==> src/rtl/seq_fsm_pkg.sv <==
// Shared types and helpers for the parametrised sequencing FSM.
// Holds the status encoding, the step function and the dwell-width sizing.
package seq_fsm_pkg;

  typedef enum logic [1:0] {RUN, DONE, FAULT} status_t;

  typedef struct packed {
    logic [31:0] idx;
    logic        wrapped;
  } step_t;

  // At the last state a step either wraps to 0 or stays put.
  function automatic step_t next_state(input logic [31:0] idx,
                                       input logic [31:0] num_states,
                                       input logic        wrap);
    step_t s;
    s.idx     = idx + 32'd1;
    s.wrapped = 1'b0;
    if (idx == num_states - 32'd1) begin
      s.idx     = wrap ? '0 : idx;
      s.wrapped = wrap;
    end
    return s;
  endfunction

  function automatic int unsigned dwell_max(input int unsigned min_dwell,
                                            input int unsigned timeout);
    return (min_dwell > timeout) ? min_dwell : timeout;
  endfunction

  function automatic int unsigned dwell_width(input int unsigned min_dwell,
                                              input int unsigned timeout);
    int unsigned m;
    m = dwell_max(min_dwell, timeout);
    return (m < 2) ? 1 : $clog2(m + 1);
  endfunction

endpackage

==> src/rtl/seq_fsm_n_dwell_counter.sv <==
// Saturating per-state dwell counter with minimum-dwell and timeout decodes.
module seq_dwell_counter
  import seq_fsm_pkg::*;
#(
  parameter int unsigned MIN_DWELL = 0,
  parameter int unsigned TIMEOUT   = 0,
  parameter int unsigned W         = 1
) (
  input  logic clock,
  input  logic reset,
  input  logic clear,
  input  logic inc,
  output logic min_met,
  output logic timeout_hit
);

  localparam logic [W-1:0] SAT = W'(dwell_max(MIN_DWELL, TIMEOUT));

  logic [W-1:0] dwell;

  always_ff @(posedge clock) begin
    if (!reset || clear) begin
      dwell <= '0;
    end else if (inc && dwell != SAT) begin
      dwell <= dwell + 1'b1;
    end
  end

  // Zero-valued thresholds are resolved at elaboration to keep compares meaningful.
  if (MIN_DWELL == 0) begin : g_no_min
    assign min_met = 1'b1;
  end else begin : g_min
    assign min_met = (dwell >= W'(MIN_DWELL));
  end

  if (TIMEOUT == 0) begin : g_no_timeout
    assign timeout_hit = 1'b0;
  end else begin : g_timeout
    assign timeout_hit = (dwell == W'(TIMEOUT - 1));
  end

endmodule

==> src/rtl/seq_fsm_n.sv <==
// Parametrised sequencer: steps through NUM_STATES states on cond[state],
// with minimum dwell, timeout fault, wrap/stop mode and saturating lap count.
module seq_fsm_n
  import seq_fsm_pkg::*;
#(
  parameter int NUM_STATES = 5,
  parameter int STATE_W    = $clog2(NUM_STATES),
  parameter int MIN_DWELL  = 0,
  parameter int TIMEOUT    = 0,
  parameter int LAP_W      = 8
) (
  input  logic                  clock,
  input  logic                  reset,
  input  logic                  en,
  input  logic                  clear,
  input  logic                  wrap_en,
  input  logic [NUM_STATES-1:0] cond,
  output logic [STATE_W-1:0]    y,
  output logic [NUM_STATES-1:0] y_onehot,
  output logic                  advance,
  output logic                  done,
  output logic                  fault,
  output logic [LAP_W-1:0]      lap_count
);

  localparam int unsigned DWELL_W = dwell_width(MIN_DWELL, TIMEOUT);

  status_t               status, status_next;
  logic [STATE_W-1:0]    y_next;
  logic                  advance_next, done_next, fault_next;
  logic [LAP_W-1:0]      lap_next;
  logic                  dwell_clr, dwell_inc;
  logic                  min_met, timeout_hit;
  step_t                 step;

  seq_dwell_counter #(
    .MIN_DWELL (MIN_DWELL),
    .TIMEOUT   (TIMEOUT),
    .W         (DWELL_W)
  ) u_dwell (
    .clock       (clock),
    .reset       (reset),
    .clear       (dwell_clr),
    .inc         (dwell_inc),
    .min_met     (min_met),
    .timeout_hit (timeout_hit)
  );

  always_ff @(posedge clock) begin
    if (!reset) begin
      status    <= RUN;
      y         <= '0;
      y_onehot  <= NUM_STATES'(1);
      advance   <= 1'b0;
      done      <= 1'b0;
      fault     <= 1'b0;
      lap_count <= '0;
    end else begin
      status    <= status_next;
      y         <= y_next;
      y_onehot  <= NUM_STATES'(1) << y_next;
      advance   <= advance_next;
      done      <= done_next;
      fault     <= fault_next;
      lap_count <= lap_next;
    end
  end

  always_comb begin
    status_next  = status;
    y_next       = y;
    advance_next = 1'b0;
    done_next    = done;
    fault_next   = fault;
    lap_next     = lap_count;
    dwell_clr    = 1'b0;
    dwell_inc    = 1'b0;
    step         = next_state(32'(y), 32'(NUM_STATES), wrap_en);

    if (clear) begin
      status_next = RUN;
      y_next      = '0;
      done_next   = 1'b0;
      fault_next  = 1'b0;
      lap_next    = '0;
      dwell_clr   = 1'b1;
    end else if (status == RUN && en) begin
      // Advance takes precedence over a timeout due in the same cycle.
      if (cond[y] && min_met) begin
        advance_next = 1'b1;
        dwell_clr    = 1'b1;
        if (32'(y) == 32'(NUM_STATES - 1) && !wrap_en) begin
          done_next   = 1'b1;
          status_next = DONE;
        end else begin
          y_next = STATE_W'(step.idx);
          if (step.wrapped && lap_count != '1) begin
            lap_next = lap_count + 1'b1;
          end
        end
      end else if (timeout_hit) begin
        fault_next  = 1'b1;
        status_next = FAULT;
      end else begin
        dwell_inc = 1'b1;
      end
    end
  end

endmodule

==> config.mk <==
export PLATFORM = sky130hd
export DESIGN_NAME = seq_fsm_n
export DESIGN_NICKNAME = d
export VERILOG_FILES = /design/src/rtl/seq_fsm_pkg.sv /design/src/rtl/seq_fsm_n_dwell_counter.sv /design/src/rtl/seq_fsm_n.sv
export SDC_FILE = /design/constraint.sdc
export NUM_CORES = 1
export LEC_CHECK = 0
export CAP_MARGIN = 30
export CORE_AREA = 3 3 50 52
export DETAILED_ROUTE_END_ITERATION = 7
export DIE_AREA = 0 0 53 55
export PLACE_DENSITY = 0.74
export SYNTH_ARGS = -nofsm -noshare
export SYNTH_HDL_FRONTEND = slang
export SYNTH_SLANG_ARGS = --single-unit
==> constraint.sdc <==
create_clock -name clock -period 2.8 [get_ports clock]
set_input_delay 0.56 -clock clock [delete_from_list [all_inputs] [get_ports clock]]
set_output_delay 0.56 -clock clock [all_outputs]
set_load 0.02 [all_outputs]
==> flow_metrics.tcl <==
set metrics [dict create \
    status "finished clean" \
    gp_congestion 0.869 \
    drc 0 \
    postRouteAntennaNets 0 \
    grt_pass1_wl_mm 3.20 \
    grt_overflow 0 \
    setup_viol 0 \
    grt_pass1_vias 718 \
    syn_avg_cell_area_um2 8.84 \
    dieArea_um2 2920 \
    worstHoldPathCells 2 \
    peakVddDrop_v 0.000346 \
    regToRegEndpoint "y_onehot[4]$_SDFF_PN0_" \
    cts_tree "yes" \
    fin_skew_ps 2.45 \
    vias 808 \
    holdCritPathClass "flop to flop" \
    port_buffers 27 \
    area_growth_pct 38.7 \
    clkPwrFrac 0.324 \
    initial_core_util 0.420 \
    syn_inst 102 \
    post_cts_buffers 0 \
    p_per_area_nw_per_um2 380 \
    crit_type "primary input to flop" \
    holdPathEnd "lap_count[1]$_SDFFE_PP0P_" \
    p_leak_nw 0.433 \
    io_pins 29 \
    cts_resized 0 \
    drt_iter0_drc 11 \
    fin_hold_ws_ps 530 \
    p_sw_mw 0.105 \
    cts-root-buf "clkbuf_4" \
    reg2regPathDepth 5 \
    worst_slack_ps 514 \
    synthArstFlopShare 0 \
    nets 147 \
    clock_latency_ps 290 \
    synth.yosys.seq_area_share 0.399 \
    synthTopCellsByArea "dfxtp_1 40%, xnor2_1 6.8%, nor2_1 5.4%" \
    detail_route.first_pass.iterations 4 \
    dpl-instance-area_um2 1210 \
    track_usage 0.147 \
    ys_ff_latch 18 \
    num_antenna_cells 0 \
    combPwrFrac 0.126 \
    switching_share 0.222 \
    wl_per_cell_um 11.2 \
    hold_violations 0 \
    p_int_mw 0.370 \
    final_util 0.582 \
    viasPerCell 5.02 \
    num_rows 17 \
    synth_cell_types 33 \
    setup_tns_ps 0 \
    holdBufCountCts 0 \
    design_area_um2 1250 \
    fmax_mhz 437 \
    place_ws_ps 238 \
    ys_warn_count 0 \
    cts.sinks 18 \
    final_cell_mix "27 x clkdlybuf4s50_1, 18 x dfxtp_1, 13 x nor2_1" \
    maxCapViolations 0 \
    die_w_um 53 \
    synth_edf_count 0 \
    htreeDepth 1 \
    synth_top_area_frac 0.399 \
    cp.required_ps 2990 \
    dp_hpwl_mm 1.40 \
    synth_flop_cell "dfxtp_1" \
    fin_crit_ps 2290 \
    maxSlewViolCount 0 \
    end_kind "flop" \
    syn_area_um2 902 \
    antenna_found_initial 0 \
    critPathMaxFanout 4 \
    clk_pin_slew_ps 100 \
    clk_path_buf_depth 2 \
    drive_gt1_frac 0.0902 \
    syn-num-nets 115 \
    layout_commonest_cell "clkdlybuf4s50_1" \
    die_height_um 55 \
    hold_start "lap_count[1]$_SDFFE_PP0P_" \
    startpoint_type "primary input" \
    yosys.area.top_type "dfxtp_1" \
    grt_max_degree 13 \
    seq_power_share 0.550 \
    period_share 0.816 \
    r2r-start "y[0]$_SDFF_PN0_" \
    rsz0062_at_grt "false" \
    cts_buffers 3 \
    coreArea_um2 2150 \
    arrival_ps 2480 \
    totalWireLength_mm 1.80 \
    r2r_setup_slack_ps 640 \
]
-- stage by stage --
step,std cells,total power [mW]
after CTS,161,0.481
after global placement,157,0.326
after floorplan,102,0.301
after global routing,161,0.503
after detailed placement,157,0.327
final,161,0.475
-- sequential cells by signal, summed over array words and instances, names as in the netlist --
| name | count |
|---|---|
| y_onehot | 5 |
| done | 1 |
| y | 3 |
| lap_count | 8 |
| advance | 1 |
-- cells by family after synthesis --
group,share of synthesized area
mux,0.0111
compound gates,0.158
other cells,0.00416
flops,0.399
buf+inv,0.0333
fa+ha+maj,0.0416
simple gates,0.284
xor+xnor,0.0680
-- layout make-up --
type | count | area, um2
fillers | 192 | 897
multi-input cells | 77 | 512
flip-flops and latches | 18 | 360
repair buffers | 30 | 293
clock buffers | 4 | 36.3
well taps | 28 | 35.0
inverters | 4 | 15.0
-- power groups by stage --
stage / clock network (mW) / registers, mW / logic (mW)
5_1_grt: 0.176 / 0.262 / 0.0653
3_3_place_gp: 0 / 0.268 / 0.0580
6_report: 0.154 / 0.262 / 0.0597
2_1_floorplan: 0 / 0.271 / 0.0301
3_5_place_dp: 0 / 0.268 / 0.0592
4_1_cts: 0.159 / 0.262 / 0.0595
-- how the worst max path moves through the flow --
stage,start,endpoint,slack (ps),depth (start not counted)
detailed placement,cond[3],y_onehot[4]$_SDFF_PN0_,240,6
CTS,cond[3],y_onehot[4]$_SDFF_PN0_,540,6
global route,en,y_onehot[4]$_SDFF_PN0_,340,6
global placement,cond[3],y_onehot[0]$_SDFF_PN1_,290,6
finish,cond[3],y_onehot[4]$_SDFF_PN0_,510,6
floorplan,y[0]$_SDFF_PN0_,y_onehot[0]$_SDFF_PN1_,710,5
-- layer usage --
layer | part of all wire | vias to the layer above | track usage | wire [um]
li1 | - | 423 | - | -
met1 | 0.49 | 365 | 0.191 | 875
met2 | 0.46 | 20 | 0.240 | 825
met3 | 0.054 | 0 | 0.0483 | 97
met4 | 0 | 0 | 0.0255 | 0
met5 | 0 | - | 0 | 0
-- synthesized netlist by cell type, drive strengths merged, types with 3 or more instances --
cell type / n
a21oi: 5
dfxtp: 18
ha: 3
inv: 4
nand2: 5
nand3: 3
nor2: 13
nor2b: 6
nor3: 5
nor4: 4
o21ai: 4
xnor2: 7
-- critical path, cell delays in order --
cell             delay (ps)
clkdlybuf4s50_1         450
a21boi_1                 60
or4b_4                  520
a21oi_1                 290
o21ai_0                 270
a2111oi_2               330
(Power assumes the default switching activity.)
